===== config.mk =====
export PLATFORM = sky130hd
export DESIGN_NAME = mem_wb_stage
export DESIGN_NICKNAME = d
export VERILOG_FILES = /design/src/rtl/pipeline_pkg.sv /design/src/rtl/mem_wb_reg.sv /design/src/rtl/mem_wb_stage.sv
export SDC_FILE = /design/constraint.sdc
export NUM_CORES = 1
export LEC_CHECK = 0
export BUFFER_PORTS_ARGS = -buffer_cell sky130_fd_sc_hd__buf_2
export CORE_AREA = 3 3 155 157
export CTS_CLUSTER_DIAMETER = 120
export DETAILED_ROUTE_END_ITERATION = 8
export DIE_AREA = 0 0 158 160
export HOLD_SLACK_MARGIN = 0.12
export PLACE_DENSITY = 0.75
export SETUP_SLACK_MARGIN = 0.05
export SLEW_MARGIN = 25
export SYNTH_ARGS = -nofsm -noshare
export SYNTH_HDL_FRONTEND = slang
export SYNTH_SLANG_ARGS = --single-unit

===== constraint.sdc =====
create_clock -name clk -period 4.3 [get_ports clk]
set_input_delay 0.43 -clock clk [delete_from_list [all_inputs] [get_ports clk]]
set_output_delay 0.43 -clock clk [all_outputs]
set_load 0.02 [all_outputs]

===== src/rtl/pipeline_pkg.sv =====
// Shared types and widths for the 5-stage 64-bit RISC pipeline.
// Imported by every stage so datapath widths stay consistent across the slice.
package pipeline_pkg;

  localparam int XLEN = 64;
  localparam int REGW = 5;

  typedef enum logic {
    IDLE   = 1'b0,
    ACCESS = 1'b1
  } mem_state_t;

  // One MEM/WB register entry; "rd" because "reg" is a reserved word
  typedef struct packed {
    logic [XLEN-1:0] data;
    logic [REGW-1:0] rd;
    logic            regwrite;
  } mem_wb_t;

endpackage


===== src/rtl/mem_wb_reg.sv =====
// MEM/WB pipeline register with async reset, load and bubble controls.
// A bubble kills only the write enable so forwarding still sees the last data/rd.
module mem_wb_reg
  import pipeline_pkg::*;
(
  input  logic            clk,
  input  logic            rst_n,
  input  logic            load,
  input  logic            bubble,
  input  logic [XLEN-1:0] d_data,
  input  logic [REGW-1:0] d_rd,
  input  logic            d_regwrite,
  output logic [XLEN-1:0] q_data,
  output logic [REGW-1:0] q_rd,
  output logic            q_regwrite
);

  always_ff @(posedge clk or negedge rst_n) begin
    if (!rst_n) begin
      q_data     <= '0;
      q_rd       <= '0;
      q_regwrite <= 1'b0;
    end else if (load) begin
      q_data     <= d_data;
      q_rd       <= d_rd;
      q_regwrite <= d_regwrite;
    end else if (bubble) begin
      q_regwrite <= 1'b0;
    end
  end

endmodule


===== src/rtl/mem_wb_stage.sv =====
// Memory-access stage plus MEM/WB register: runs one ready-handshaked data-memory
// access per load/store, stalls upstream meanwhile, and aborts hung accesses via a watchdog.
module mem_wb_stage
  import pipeline_pkg::*;
#(
  parameter int TIMEOUT = 255
) (
  input  logic            clk,
  input  logic            rst_n,
  input  logic [XLEN-1:0] aluout,
  input  logic [XLEN-1:0] readdata2,
  input  logic [REGW-1:0] writeregister,
  input  logic            memread,
  input  logic            memwrite,
  input  logic            memtoreg,
  input  logic            regwrite,
  output logic            dmem_req,
  output logic            dmem_we,
  output logic [XLEN-1:0] dmem_addr,
  output logic [XLEN-1:0] dmem_wdata,
  input  logic            dmem_ready,
  input  logic [XLEN-1:0] dmem_rdata,
  output logic            stall,
  output logic [XLEN-1:0] wb_data,
  output logic [REGW-1:0] wb_reg,
  output logic            wb_regwrite,
  output logic            timeout_err
);

  localparam int            CW       = (TIMEOUT == 0) ? 1 : $clog2(TIMEOUT + 1);
  localparam bit            WD_EN    = (TIMEOUT != 0);
  localparam logic [CW-1:0] CNT_LAST = CW'((TIMEOUT == 0) ? 0 : TIMEOUT - 1);

  mem_state_t      state, state_next;
  logic [CW-1:0]   cnt;
  logic [XLEN-1:0] req_addr, req_wdata;
  logic [REGW-1:0] req_rd;
  logic            req_we, req_memtoreg, req_regwrite;
  logic            mem_op, wd_fire, stall_raw, wb_load, wb_bubble;
  mem_wb_t         wb_next;

  assign mem_op = memread | memwrite;

  always_comb begin
    state_next = state;
    stall_raw  = 1'b0;
    wd_fire    = 1'b0;
    wb_load    = 1'b0;
    wb_bubble  = 1'b0;
    wb_next    = '0;
    case (state)
      IDLE: begin
        if (mem_op) begin
          stall_raw  = 1'b1;
          wb_bubble  = 1'b1;
          state_next = ACCESS;
        end else begin
          wb_load          = 1'b1;
          wb_next.data     = aluout;
          wb_next.rd       = writeregister;
          wb_next.regwrite = regwrite && (writeregister != '0);
        end
      end
      ACCESS: begin
        // Ready takes priority over the watchdog firing in the same cycle
        if (dmem_ready) begin
          wb_load          = 1'b1;
          wb_next.data     = req_memtoreg ? dmem_rdata : req_addr;
          wb_next.rd       = req_rd;
          wb_next.regwrite = req_regwrite && (req_rd != '0);
          state_next       = IDLE;
        end else begin
          wb_bubble = 1'b1;
          if (WD_EN && (cnt == CNT_LAST)) begin
            wd_fire    = 1'b1;
            state_next = IDLE;
          end else begin
            stall_raw = 1'b1;
          end
        end
      end
      default: state_next = IDLE;
    endcase
  end

  // Nothing upstream should be frozen while the stage is held in reset
  assign stall = rst_n & stall_raw;

  always_ff @(posedge clk or negedge rst_n) begin
    if (!rst_n) begin
      state        <= IDLE;
      cnt          <= '0;
      timeout_err  <= 1'b0;
      req_addr     <= '0;
      req_wdata    <= '0;
      req_rd       <= '0;
      req_we       <= 1'b0;
      req_memtoreg <= 1'b0;
      req_regwrite <= 1'b0;
    end else begin
      state <= state_next;
      if (state == IDLE && mem_op) begin
        req_addr     <= aluout;
        req_wdata    <= readdata2;
        req_rd       <= writeregister;
        req_we       <= memwrite;
        req_memtoreg <= memtoreg;
        req_regwrite <= regwrite;
      end
      if (state == ACCESS && !dmem_ready && !wd_fire) begin
        cnt <= cnt + 1'b1;
      end else begin
        cnt <= '0;
      end
      if (wd_fire) begin
        timeout_err <= 1'b1;
      end
    end
  end

  assign dmem_req   = (state == ACCESS);
  assign dmem_we    = dmem_req & req_we;
  assign dmem_addr  = req_addr;
  assign dmem_wdata = req_wdata;

  mem_wb_reg u_mem_wb_reg (
    .clk        (clk),
    .rst_n      (rst_n),
    .load       (wb_load),
    .bubble     (wb_bubble),
    .d_data     (wb_next.data),
    .d_rd       (wb_next.rd),
    .d_regwrite (wb_next.regwrite),
    .q_data     (wb_data),
    .q_rd       (wb_reg),
    .q_regwrite (wb_regwrite)
  );

endmodule


== Word level (Yosys, flattened, before mapping) ==
Cells that the tools add are included.
W data, S select, Z words.
Operators by class
  mux-type cells: 19
  bitwise gates (word level): 4
  magnitude comparators: 0
  $add $sub $neg: 1
  divide/modulo/power cells: 0
  multipliers: 0
  shifts and indexed selects: 0
  equal/unequal tests: 1
  reduce and logical (&&, ||, !) cells: 10
Operator list (count)
  $mux W70: 2
  $pmux W70 S2: 1
  $mux W64: 1
  $mux W1: 11
  $reduce_bool A5 Y1: 2
  $add A8 B1 Y8 const B: 1
  $eq A8 B8 Y1 const B: 1
  $mux W8: 1
  $pmux W1 S2: 3
  $logic_and A1 B1 Y1: 5
  $and A1 B1 Y1: 2
  $logic_not A1 Y1: 2
  $reduce_bool A2 Y1: 1
  $not A1 Y1: 1
  $or A1 B1 Y1: 1
Storage, ports and cells
  output and inout port bits: 202
  input port bits: 204
  ROM bits: 0
  word-level logic and storage cells: 47
  register bits: 216
  memories kept: 0
  memory bits (writable): 0
  latch bits: 0

== Longest topological paths before layout ==
  depth in word-level cells: 7
  depth in mapped cells: 6
  gate-level depth less buffers: 5

== Cells and area by module ==
A second synthesis with hierarchy kept.
Second synthesis, totals
  cells, all modules: 714
  area, all modules: 9892.0 µm²
By module, submodules not included
  mem_wb_stage: seq. area each 3653.5 µm², instances 1, cells an instance 565, area each 6944.2 µm²
  mem_wb_reg: seq. area each 1751.7 µm², instances 1, cells an instance 149, area each 2947.8 µm²

== Worst setup path after synthesis ==
No wires, ideal clock.
  kind: register to output
  from: register state, in the netlist dmem_req
  to: output stall
  arrival: 1.599 ns
  path buffers: 2
  stages on the path, launching flop included: 5
  path slack: 2.271 ns
  required time: 3.870 ns
  path through: dfrtp_1 o21bai_1 buf_2 buf_2 a21boi_0
On the way
  cells in the longest elaborated chain, start to end: 3
Ends and longest elaborated chain
  from (decl): RTL line mem_wb_stage.sv:34  | mem_state_t state, state_next;
  from (signal assigned): RTL line mem_wb_stage.sv:101  | state <= state_next;
  $not A1 Y1
  $pmux W1 S2 (*): RTL line mem_wb_stage.sv:51  | case (state)
  $and A1 B1 Y1 (*): RTL line mem_wb_stage.sv:87  | assign stall = rst_n & stall_raw;
  to (decl): RTL line mem_wb_stage.sv:23  | output logic stall,
Mark *: on every way between the ends. The rest lies on a longest branch, timed or not.

== Final worst setup path ==
  from: register cnt[0]
  to: output stall
On the way
  cells in the longest elaborated chain, start to end: 5
Ends and longest elaborated chain
  from (decl): RTL line mem_wb_stage.sv:35  | logic [CW-1:0] cnt;
  from (signal assigned): RTL line mem_wb_stage.sv:111  | cnt <= cnt + 1'b1;
  $eq A8 B8 Y1: RTL line mem_wb_stage.sv:74  | if (WD_EN && (cnt == CNT_LAST)) begin
  $mux W1: RTL line mem_wb_stage.sv:74
  $mux W1: RTL line mem_wb_stage.sv:66  | if (dmem_ready) begin
  $pmux W1 S2: RTL line mem_wb_stage.sv:51
  $and A1 B1 Y1: RTL line mem_wb_stage.sv:87
No other way between the ends.

==> reports/qor.log <==
[global_route] grt ovf 0
[critical_path] Register-to-Register Path Depth 4
[global_route] antenna violations before repair 3
[final_layout] Filler Cells Inserted 1894
[floorplanning] boundary pin count 406
[drt] Detailed Routing Iterations Pass 1 5
[final_layout] synthesis-to-finish area growth 35.62%
[min_path] worst hold start readdata2[18]
[yosys] number of distinct library cells after synthesis 38
[critical_path] highest fanout seen on the critical path 6
[power] net switching power 3.389 mW
[yosys] cell count after synthesis 775
[min_path] Hold WC Path Type in -> reg
[power] switching share of total power 38.81%
[timing] transition at the pin with the smallest max-transition slack 0.9378 ns
[drt] DRT antenna net count 0
[cts] clock buffer depth 3
[timing] tightest hold margin 0.1430 ns
[yosys] cell type with the highest aggregate area in the netlist sky130_fd_sc_hd__dfrtp_1
[global_route] maximum number of pins on one net before global-route repair 126
[cts] setup fix buffers added after clock tree synthesis 0
[drt] via count 7992
[placement] area post-placement 11710 µm²
[power] relative contribution of combinational cells to total power 38.9%
[final_layout] post-layout util 56.79%
[timing] Final setup violation count 0
[floorplanning] area of the die 25280 µm²
[yosys] Synthesized Nets 981
[power] Reg power frac 37.8%
[yosys] fraction of post-synthesis cell area in the top cell type by area 57.01%
[timing] setup repair after global routing missed its margin no
[yosys] sequential cell area fraction in the yosys report 57.01%
[floorplanning] die boundary height 160 µm
[floorplanning] standard cell core area 22640 µm²
[critical_path] worst reg2reg endpoint u_mem_wb_reg.q_data[25]$_DFFE_PN0P_
[final_layout] sequential standard cell area 5409 µm²
[power] worst supply voltage drop on vdd 0.0004171 V
[global_route] overall fraction of global-route tracks in use 21.77%
[yosys] EDFF count, synth 0
[power] power share of the clock group 23.3%
[power] cell internal pwr 5.344 mW
[power] leakage component of the power 6.071 nW
[yosys] average footprint of a synthesized cell 12.23 µm²
[timing] Relative slew margins 37.48%
[yosys] share of async-settable or async-resettable flops after synthesis 100.0%
[floorplanning] # rows 55
[critical_path] Critical Path Sink Type output pin
[cts] Worst-Skew Late Latency 0.52 ns
[floorplanning] Initial Utilization 41.87%
[critical_path] kind of start point of the critical path flop
[yosys] commonest register cell after synthesis sky130_fd_sc_hd__dfrtp_1
[critical_path] required time worst endpoint 3.87 ns
[placement] post-detailed-placement half-perimeter wirelength 19.87 mm
[final_layout] total area of multi-input combinational cells 3794 µm²
[flow_run] MaxCap Viol Count 0
[global_route] wire length of the first global-routing pass 44.71 mm
[cts] CTS hold repair buffers 35
[min_path] endpoint of the worst hold-timing path dmem_wdata[18]$_DFFE_PN0P_
[yosys] most used standard cells in the synthesized netlist 216 x sky130_fd_sc_hd__dfrtp_1, 136 x sky130_fd_sc_hd__mux2_2, 71 x sky130_fd_sc_hd__nor2_1, 56 x sky130_fd_sc_hd__nand3_1, 55 x sky130_fd_sc_hd__o31ai_1
[cts] post-CTS resize count 0
[cts] number of sinks driven by the clock tree 216
[timing] Final Skew 0.02486 ns
[cts] cts bufs inserted 24
[final_layout] fraction of layout instances using a drive strength above 1 49.63%
[global_route] number of global-route vias before repair 8264
[yosys] summed instance area of the synthesized netlist 9480 µm²
[yosys] ranking of synthesized cells by area sky130_fd_sc_hd__dfrtp_1 57%, sky130_fd_sc_hd__mux2_2 16%, sky130_fd_sc_hd__o31ai_1 4.4%, sky130_fd_sc_hd__a211oi_1 4.2%, sky130_fd_sc_hd__nor2b_1 3.6%
[yosys] most common cell in the synthesized netlist sky130_fd_sc_hd__dfrtp_1
[drt] DRC violation count after routing 0
[min_path] hold depth 2
[floorplanning] die outline width 158 µm
[cts] number of H-tree levels 1
[timing] max-slew violations 0
[cts] root buf cell sky130_fd_sc_hd__clkbuf_16
[critical_path] arrival time of the worst setup path 2.34 ns
[placement] routability congestion estimate from global placement 0.8542
[critical_path] WS Path Type reg -> out
[timing] Final min period 2.772 ns
[drt] wire length per cell 19.23 µm
[critical_path] register-to-register setup slack 2.03 ns
[timing] Hold Vio Cnt, Final 0
[cts] CTS tree built
[drt] number of DRC markers in iteration 0 598
[critical_path] startpoint of the most critical register-to-register path dmem_req$_DFF_PN0_
[drt] Via-to-Cell Ratio 5.349
[yosys] Yosys warning count 0
[placement] number of port buffers 405
[timing] summed negative setup slack over all endpoints 0 ns
[run_status] run status completed
[timing] period utilization 64.46%
[yosys] post-synthesis register bit count 216
[cts] clock-pin slew on the worst setup and hold paths 0.06 ns
[power] ratio of total power to cell area 679.2 nW/µm²
[timing] Fmax 0.3608 GHz
[final_layout] final std cell area, no fill 12860 µm²
[power] Overall Power 8.733 mW
[drt] wire length reported by the detailed router 28.73 mm
[final_layout] Final Net Count 1395
## logic make-up (layout without fill, tap and decap cells)
kind of cell / count (synthesis) / in the layout / share of synthesized area, %
AOI/OAI and AO/OA: 141 / 141 / 11.30
xor gates and xnor gates: 2 / 2 / 0.1848
adders and majority gates: 2 / 2 / 0.2639
buffers and inverters: 65 / 497 / 3.313
DFF: 216 / 216 / 57.01
muxes: 147 / 147 / 17.32
other: 0 / 2 / 0
and+or+nand+nor: 202 / 202 / 10.61
## layer usage
| layer | vias to the layer above | GRT usage [%] | share of wire (%) |
|---|---|---|---|
| li1 | 3653 | - | - |
| met1 | 3893 | 26.25 | 38 |
| met2 | 380 | 37.99 | 50 |
| met3 | 64 | 5.339 | 8.2 |
| met4 | 2 | 7.196 | 3.5 |
| met5 | - | 0 | 0.045 |
## final cells by class
class	instances	area share [%]
antenna	2	0.03893
clock buffer	31	5.109
clock inverter	13	1.070
inverter	3	0.08758
multi-input combinational	494	29.51
sequential	216	42.07
tap	285	2.773
timing repair buffer	450	19.35
## critical path: stages, from the launching register on
cell and delay, ns:
sky130_fd_sc_hd__dfrtp_1 0.43, sky130_fd_sc_hd__inv_1 0.08, sky130_fd_sc_hd__ha_1 0.20, sky130_fd_sc_hd__nand3_1 0.13
sky130_fd_sc_hd__o21ai_0 0.53, sky130_fd_sc_hd__a21boi_0 0.25, sky130_fd_sc_hd__buf_2 0.22
## placed cells by master (no fill, tap or decap), types with 2 or more instances in the layout
cell / netlist / layout
sky130_fd_sc_hd__or4_1: 3 / 3
sky130_fd_sc_hd__a21o_1: 3 / 3
sky130_fd_sc_hd__nor2_1: 71 / 71
sky130_fd_sc_hd__mux2_2: 136 / 136
sky130_fd_sc_hd__mux2i_1: 11 / 11
sky130_fd_sc_hd__nor2b_1: 54 / 54
sky130_fd_sc_hd__nand3_1: 56 / 56
sky130_fd_sc_hd__dlygate4sd3_1: 0 / 35
sky130_fd_sc_hd__o21ai_0: 2 / 2
sky130_fd_sc_hd__buf_4: 3 / 8
sky130_fd_sc_hd__dfrtp_1: 216 / 215
sky130_fd_sc_hd__inv_1: 3 / 3
sky130_fd_sc_hd__clkbuf_8: 0 / 3
sky130_fd_sc_hd__o211ai_1: 2 / 2
sky130_fd_sc_hd__a221o_1: 11 / 11
sky130_fd_sc_hd__diode_2: 0 / 2
sky130_fd_sc_hd__clkbuf_1: 27 / 4
sky130_fd_sc_hd__a211oi_1: 53 / 53
sky130_fd_sc_hd__bufinv_16: 0 / 2
sky130_fd_sc_hd__o31ai_1: 55 / 55
sky130_fd_sc_hd__buf_2: 23 / 404
sky130_fd_sc_hd__clkinvlp_4: 0 / 3
sky130_fd_sc_hd__a21oi_1: 4 / 4
sky130_fd_sc_hd__buf_12: 0 / 2
sky130_fd_sc_hd__a22o_1: 3 / 3
sky130_fd_sc_hd__clkinv_2: 0 / 6
sky130_fd_sc_hd__ha_1: 2 / 2
sky130_fd_sc_hd__clkbuf_16: 0 / 24
sky130_fd_sc_hd__a31oi_1: 4 / 4
sky130_fd_sc_hd__nand2_1: 8 / 7
## power groups by stage
stage | Clock (mW) | Sequential, mW | Combinational [mW]
finish | 2.04 | 3.30 | 3.40
global placement | 0 | 3.28 | 3.34
detailed placement | 0 | 3.32 | 3.39
global route | 2.17 | 3.40 | 3.64
floorplan | 0 | 4.07 | 1.34
CTS | 2.08 | 3.29 | 3.42
## worst max path at each step
stage	startpoint	to	slack, ns	cells after the start
6_report	cnt[0]$_DFF_PN0_	stall	1.53	6
3_5_place_dp	memwrite	stall	2.04	5
5_1_grt	cnt[0]$_DFF_PN0_	stall	1.33	6
2_1_floorplan	dmem_req$_DFF_PN0_	stall	2.27	4
3_3_place_gp	dmem_ready	u_mem_wb_reg.q_data[25]$_DFFE_PN0P_	2.08	5
4_1_cts	cnt[0]$_DFF_PN0_	stall	1.53	6
## registers in the layout, summed over array words and instances (netlist names)
name,count
u_mem_wb_reg.q_regwrite,1
u_mem_wb_reg.q_data,64
dmem_addr,64
req_rd,5
req_we,1
dmem_wdata,64
req_memtoreg,1
req_regwrite,1
dmem_req,1
cnt,8
timeout_err,1
u_mem_wb_reg.q_rd,5
## metrics by stage
| stage | worst slack (ns) | instances |
|---|---|---|
| final | 1.528 | 1494 |
| after global routing | 1.327 | 1494 |
| after CTS | 1.533 | 1492 |
| after detailed placement | 2.044 | 1413 |
| after global placement | 2.077 | 1413 |
| after floorplan | 2.271 | 775 |
No activity file was read; power rests on OpenSTA's default activity.
